<file path="config.mk">
export PLATFORM = sky130hd
export DESIGN_NAME = mem_bus_arbiter
export DESIGN_NICKNAME = d
export VERILOG_FILES = /design/src/rtl/mem_bus_arbiter.sv
export SDC_FILE = /design/constraint.sdc
export NUM_CORES = 1
export LEC_CHECK = 0
export CORE_MARGIN = 8
export CORE_UTILIZATION = 40
export DETAILED_ROUTE_END_ITERATION = 8
export GPL_TIMING_DRIVEN = 0
export HOLD_SLACK_MARGIN = 0.15
export PLACE_DENSITY = 0.89
export SYNTH_ARGS = -nofsm -noshare
export SYNTH_HDL_FRONTEND = slang
export SYNTH_SLANG_ARGS = --single-unit
</file>
<file path="constraint.sdc">
create_clock -name clock -period 5.15 [get_ports clock]
set_clock_uncertainty 0.2 [all_clocks]
set_input_delay 1.03 -clock clock [delete_from_list [all_inputs] [get_ports clock]]
set_output_delay 1.03 -clock clock [all_outputs]
set_load 0.005 [all_outputs]
</file>
<file path="src/rtl/mem_bus_arbiter.sv">
// mem_bus_arbiter: shares one external memory port between fetch, read-stage
// and write-stage requesters with fixed priority write > read > fetch.
// One bus transaction in flight at a time; read data returns with a one-cycle
// valid pulse to the owner.
// Optional feature macro: MEM_BUS_ARBITER_LOCK_EN enables bus locking so a
// locked load (r_lock) is followed atomically by the write stage's store.
module mem_bus_arbiter #(
    parameter int AW = 32,
    parameter int DW = 32
) (
    input  logic          clock,
    input  logic          reset_n,
    input  logic          f_req,
    input  logic [AW-1:0] f_address,
    output logic [DW-1:0] f_data,
    output logic          f_valid,
    input  logic          r_req,
    input  logic [AW-1:0] r_address,
    input  logic          r_lock,
    output logic [DW-1:0] r_data,
    output logic          r_valid,
    input  logic          w_req,
    input  logic [AW-1:0] w_address,
    input  logic [DW-1:0] w_data,
    output logic          w_valid,
    output logic [AW-1:0] mem_address,
    output logic          mem_read,
    output logic          mem_write,
    output logic [DW-1:0] mem_writedata,
    input  logic [DW-1:0] mem_readdata,
    input  logic          mem_waitrequest,
    input  logic          mem_readdatavalid,
    output logic [1:0]    grant
);

    typedef enum logic [1:0] {IDLE, ISSUE, WAIT_DATA, LOCKED} state_t;

    localparam logic [1:0] OWN_NONE = 2'd0;
    localparam logic [1:0] OWN_F    = 2'd1;
    localparam logic [1:0] OWN_R    = 2'd2;
    localparam logic [1:0] OWN_W    = 2'd3;

    state_t        state_q, state_d;
    logic [1:0]    owner_q, owner_d;
    logic [AW-1:0] addr_q, addr_d;
    logic [DW-1:0] wdata_q, wdata_d;
    logic          lock_q, lock_d;
    logic          flush_q, flush_d;
    logic [DW-1:0] f_data_q, f_data_d;
    logic [DW-1:0] r_data_q, r_data_d;
    logic          f_valid_q, f_valid_d;
    logic          r_valid_q, r_valid_d;
    logic          w_valid_q, w_valid_d;

    logic          lock_req;
    logic          owner_req;
    logic          w_elig, r_elig, f_elig;

`ifdef MEM_BUS_ARBITER_LOCK_EN
    assign lock_req = r_lock;
`else
    // Lock input is deliberately ignored in this build.
    logic unused_r_lock;
    assign unused_r_lock = r_lock;
    assign lock_req      = 1'b0;
`endif

    // A requester whose valid pulses this cycle still holds its old req;
    // masking it keeps the stale request from being granted again.
    assign w_elig = w_req & ~w_valid_q;
    assign r_elig = r_req & ~r_valid_q;
    assign f_elig = f_req & ~f_valid_q;

    // Current owner's request line, used to detect a flush mid-transaction.
    always_comb begin
        owner_req = 1'b0;
        case (owner_q)
            OWN_F:   owner_req = f_req;
            OWN_R:   owner_req = r_req;
            OWN_W:   owner_req = w_req;
            default: owner_req = 1'b0;
        endcase
    end

    // State and datapath registers.
    always_ff @(posedge clock or negedge reset_n) begin
        if (!reset_n) begin
            state_q   <= IDLE;
            owner_q   <= OWN_NONE;
            addr_q    <= '0;
            wdata_q   <= '0;
            lock_q    <= 1'b0;
            flush_q   <= 1'b0;
            f_data_q  <= '0;
            r_data_q  <= '0;
            f_valid_q <= 1'b0;
            r_valid_q <= 1'b0;
            w_valid_q <= 1'b0;
        end else begin
            state_q   <= state_d;
            owner_q   <= owner_d;
            addr_q    <= addr_d;
            wdata_q   <= wdata_d;
            lock_q    <= lock_d;
            flush_q   <= flush_d;
            f_data_q  <= f_data_d;
            r_data_q  <= r_data_d;
            f_valid_q <= f_valid_d;
            r_valid_q <= r_valid_d;
            w_valid_q <= w_valid_d;
        end
    end

    // Next-state: arbitration, bus handshake tracking and completion pulses.
    always_comb begin
        state_d   = state_q;
        owner_d   = owner_q;
        addr_d    = addr_q;
        wdata_d   = wdata_q;
        lock_d    = lock_q;
        f_data_d  = f_data_q;
        r_data_d  = r_data_q;
        f_valid_d = 1'b0;
        r_valid_d = 1'b0;
        w_valid_d = 1'b0;
        // Once the owner lets go, the transaction finishes silently.
        flush_d   = flush_q |
                    (((state_q == ISSUE) || (state_q == WAIT_DATA)) & ~owner_req);
        case (state_q)
            IDLE: begin
                if (w_elig) begin
                    owner_d = OWN_W;
                    addr_d  = w_address;
                    wdata_d = w_data;
                    lock_d  = 1'b0;
                    flush_d = 1'b0;
                    state_d = ISSUE;
                end else if (r_elig) begin
                    owner_d = OWN_R;
                    addr_d  = r_address;
                    lock_d  = lock_req;
                    flush_d = 1'b0;
                    state_d = ISSUE;
                end else if (f_elig) begin
                    owner_d = OWN_F;
                    addr_d  = f_address;
                    lock_d  = 1'b0;
                    flush_d = 1'b0;
                    state_d = ISSUE;
                end
            end
            ISSUE: begin
                if (!mem_waitrequest) begin
                    if (owner_q == OWN_W) begin
                        w_valid_d = ~flush_d;
                        state_d   = lock_q ? LOCKED : IDLE;
                    end else begin
                        state_d = WAIT_DATA;
                    end
                end
            end
            WAIT_DATA: begin
                if (mem_readdatavalid) begin
                    if (!flush_d) begin
                        if (owner_q == OWN_F) begin
                            f_data_d  = mem_readdata;
                            f_valid_d = 1'b1;
                        end else begin
                            r_data_d  = mem_readdata;
                            r_valid_d = 1'b1;
                        end
                    end
                    state_d = lock_q ? LOCKED : IDLE;
                end
            end
            LOCKED: begin
                // Only the store completing the atomic pair may use the bus.
                if (w_elig) begin
                    owner_d = OWN_W;
                    addr_d  = w_address;
                    wdata_d = w_data;
                    flush_d = 1'b0;
                    state_d = ISSUE;
                end else if (!lock_req) begin
                    lock_d  = 1'b0;
                    state_d = IDLE;
                end
            end
            default: state_d = IDLE;
        endcase
    end

    // Bus command and grant outputs decoded from the registered state.
    always_comb begin
        mem_read  = 1'b0;
        mem_write = 1'b0;
        grant     = OWN_NONE;
        if (state_q == ISSUE) begin
            mem_read  = (owner_q != OWN_W);
            mem_write = (owner_q == OWN_W);
        end
        if ((state_q == ISSUE) || (state_q == WAIT_DATA)) begin
            grant = owner_q;
        end
    end

    assign mem_address   = addr_q;
    assign mem_writedata = wdata_q;
    assign f_data        = f_data_q;
    assign r_data        = r_data_q;
    assign f_valid       = f_valid_q;
    assign r_valid       = r_valid_q;
    assign w_valid       = w_valid_q;

endmodule

</file>
==> results.yml <==
power_and_ir_drop:
  p_int_w: 0.004086
  ir_worst_vdd_mv: 0.2975
  switching_share_pct: 29.27
  power.leakage_nw: 4.311
  clkPwrFrac_pct: 20.6
  power_frac_comb_pct: 46.6
  p_sw_w: 0.001691
  powerDensity_nw_per_um2: 580.7
  seq_power_share_pct: 32.8
cts:
  post_cts_buffers: 0
  clockBufferDepth: 2
  worstSkewPairLatency_ps: 410
  cts_buffers: 17
  clk_pin_slew_worst_paths_ps: 60
  cts_htree_levels: 4
  root_buffer: "clkbuf_16"
  cts_resized: 0
  cts_tree: "done"
  cts_sinks: 136
  ctsHoldBuffers: 0
place:
  io_buffers: 301
  postPlaceCellArea_um2: 9363
  dpl.hpwl_um: 15550
  place_congestion: 0.8525
cells_and_area:
  final_common_cell: "clkdlybuf4s50_1"
  fin_area_um2: 9947
  final_cell_mix: "clkdlybuf4s50_1 (300), dfrtp_1 (136), mux2_2 (99), o21ai_0 (66), mux2i_1 (36)"
  diodes: 0
  layout-drive-gt1-share_pct: 23.12
  fin_nets: 930
  area_delta_synth_final_pct: 63.45
  fill_cells: 1072
logic_synthesis:
  synth_area_um2: 6086
  synthTopCellsByArea: "dfrtp_1 (56%), mux2_2 (18%), mux2_4 (7.2%)"
  synth_top_area_share_pct: 55.92
  synth_top_area_cell: "dfrtp_1"
  ys_seq_area_share_pct: 55.92
  synthCells: 436
  syn_area_per_cell_um2: 13.96
  synth_fp_nets: 609
  ys_warn_count: 0
  ys_seq_elements: 136
  synthDistinctLibCells: 29
worst_hold_path:
  hold-path-cell-count: 1
  hold_path_end: "mem_writedata[11]$_DFFE_PN0P_"
  min_from: "mem_writedata[11]$_DFFE_PN0P_"
  hp-class: "register to register"
setup_path:
  cp_data_required_time_ps: 3920
  critPathMaxFanout: 4
  rrSetupSlack_ps: 2560
  r2r-start: "state_q[0]$_DFFE_PN0P_"
  critPathKind: "register to output pin"
  r2r_end: "f_data[25]$_DFFE_PN0P_"
  critPathArrivalTime_ps: 2110
  start_kind: "register"
  worstSetupEndpointType: "output pin"
  r2r_cells: 7
grt:
  grt_max_degree: 75
  grtUsageTotal_pct: 20.36
  antenna_found_initial: 0
  grt_pass1_wl_um: 30780
  grt_overflow: 0
  grt_pass1_vias: 5580
routing:
  via_per_inst: 5.063
  wl_per_cell_um: 20.56
  drc: 0
  drt_iter0_drc: 158
  via_count: 4850
  dr.pass1.iters: 4
  wl_um: 19700
  ant_nets: 0
sta:
  finalSetupViolations: 0
  rsz0062_at_grt: "false"
  max-slew-margin-rel_pct: 54.63
  slew_viol_final: 0
  period_share_pct: 64.81
  fin_crit_ps: 3338
  holdWs_ps: 300.2
  hold_viol: 0
  fmax_mhz: 299.6
  worstMarginPinSlew_ps: 680.5
floorplan:
  start_util_pct: 40.48
  die_area_um2: 19420
  fp.dieH_um: 139.3
  core_area_um2: 15030
  io_pins: 303
  rows: 45
  die_w_um: 139.3
run:
  cap_violations: 0
run_status:
  outcome: "finished, final reports clean"
[cell usage after synthesis]
| master | n |
|---|---|
| ha_1 | 5 |
| o21ai_0 | 66 |
| inv_1 | 7 |
| a22oi_1 | 1 |
| a21oi_1 | 1 |
| and3_1 | 1 |
| mux2_2 | 99 |
| nand2b_1 | 4 |
| a21boi_0 | 1 |
| nand3b_1 | 1 |
| o22a_1 | 1 |
| buf_6 | 3 |
| nor3b_1 | 1 |
| a31oi_1 | 1 |
| mux2_1 | 1 |
| or2_2 | 1 |
| nand3_1 | 1 |
| nor2_1 | 5 |
| mux2i_1 | 36 |
| a221o_1 | 1 |
| clkbuf_1 | 14 |
| and2_1 | 2 |
| mux2_4 | 29 |
| nor4b_4 | 1 |
| nand2_2 | 1 |
| buf_4 | 3 |
| buf_2 | 10 |
| nor2b_1 | 3 |
| dfrtp_1 | 136 |
[layer usage]
metal / track usage, % / vias up / wire length (um)
li1: - / 2195 / -
met1: 21.12 / 2376 / 7149
met2: 34.97 / 242 / 9837
met3: 8.618 / 37 / 2088
met4: 9.879 / 0 / 619
met5: 0 / - / 0
[per-stage QoR]
step | setup WS (ps) | total power, W | utilization [%] | instances | TNS, ps
global placement | -2214 | 0.004497 | 62.09 | 925 | -299120
global route | 1678 | 0.006109 | 66.17 | 958 | 0
floorplan | 2551 | 0.003036 | - | 436 | 0
finish | 1812 | 0.005776 | 66.17 | 958 | 0
detailed placement | 1592 | 0.004624 | 62.28 | 926 | 0
CTS | 1775 | 0.005855 | 66.17 | 958 | 0
[layout make-up]
class                      instances  area [um2]  share of cell area [%]
inverter                           7       26.28                  0.2642
multi-input combinational        263        2497                   25.11
buffer                            30       158.9                   1.597
timing repair buffer             302        3042                   30.58
sequential                       136        3403                   34.21
tap                              188       235.2                   2.365
clock inverter                    10       120.1                   1.208
clock buffer                      22       464.2                   4.667
[power by group through the flow]
stage	sequential [W]	combinational, W	clock (W)
finish	0.00190	0.00269	0.00119
floorplan	0.00190	0.00113	0
global route	0.00196	0.00289	0.00126
detailed placement	0.00191	0.00271	0
global placement	0.00187	0.00263	0
CTS	0.00190	0.00274	0.00122
[registers in the layout, summed over array words and instances, names as in the netlist]
| name | cells |
|---|---|
| f_data | 32 |
| mem_address | 32 |
| mem_writedata | 32 |
| r_data | 32 |
| owner_q | 2 |
| state_q | 2 |
| f_valid | 1 |
| flush_q | 1 |
| r_valid | 1 |
| w_valid | 1 |
[worst max path at each step]
| stage | startpoint | endpoint | cells after the start |
|---|---|---|---|
| CTS | state_q[1]$_DFFE_PN0P_ | mem_read | 4 |
| global placement | reset_n | f_data[24]$_DFFE_PN0P_ | 1 |
| detailed placement | w_req | mem_writedata[0]$_DFFE_PN0P_ | 7 |
| finish | state_q[1]$_DFFE_PN0P_ | mem_read | 4 |
| global route | state_q[1]$_DFFE_PN0P_ | mem_read | 4 |
| floorplan | w_req | r_data[10]$_DFFE_PN0P_ | 5 |
[critical path: stages (launching register included)]
cell             delay (ps)
dfrtp_1                 410
inv_1                   130
ha_1                    210
a21boi_0                320
clkdlybuf4s50_1         630
[kinds of logic (layout without fill, tap and decap cells)]
kind of cell    Yosys count  in the layout  synth area share, %
simple gates             21             21                2.262
fa+ha+maj                 5              5                1.028
buf+inv                  37            371                3.043
flops                   136            136                55.92
mux                     165            165                31.58
compound gates           72             72                6.168
(Power assumes the default switching activity.)
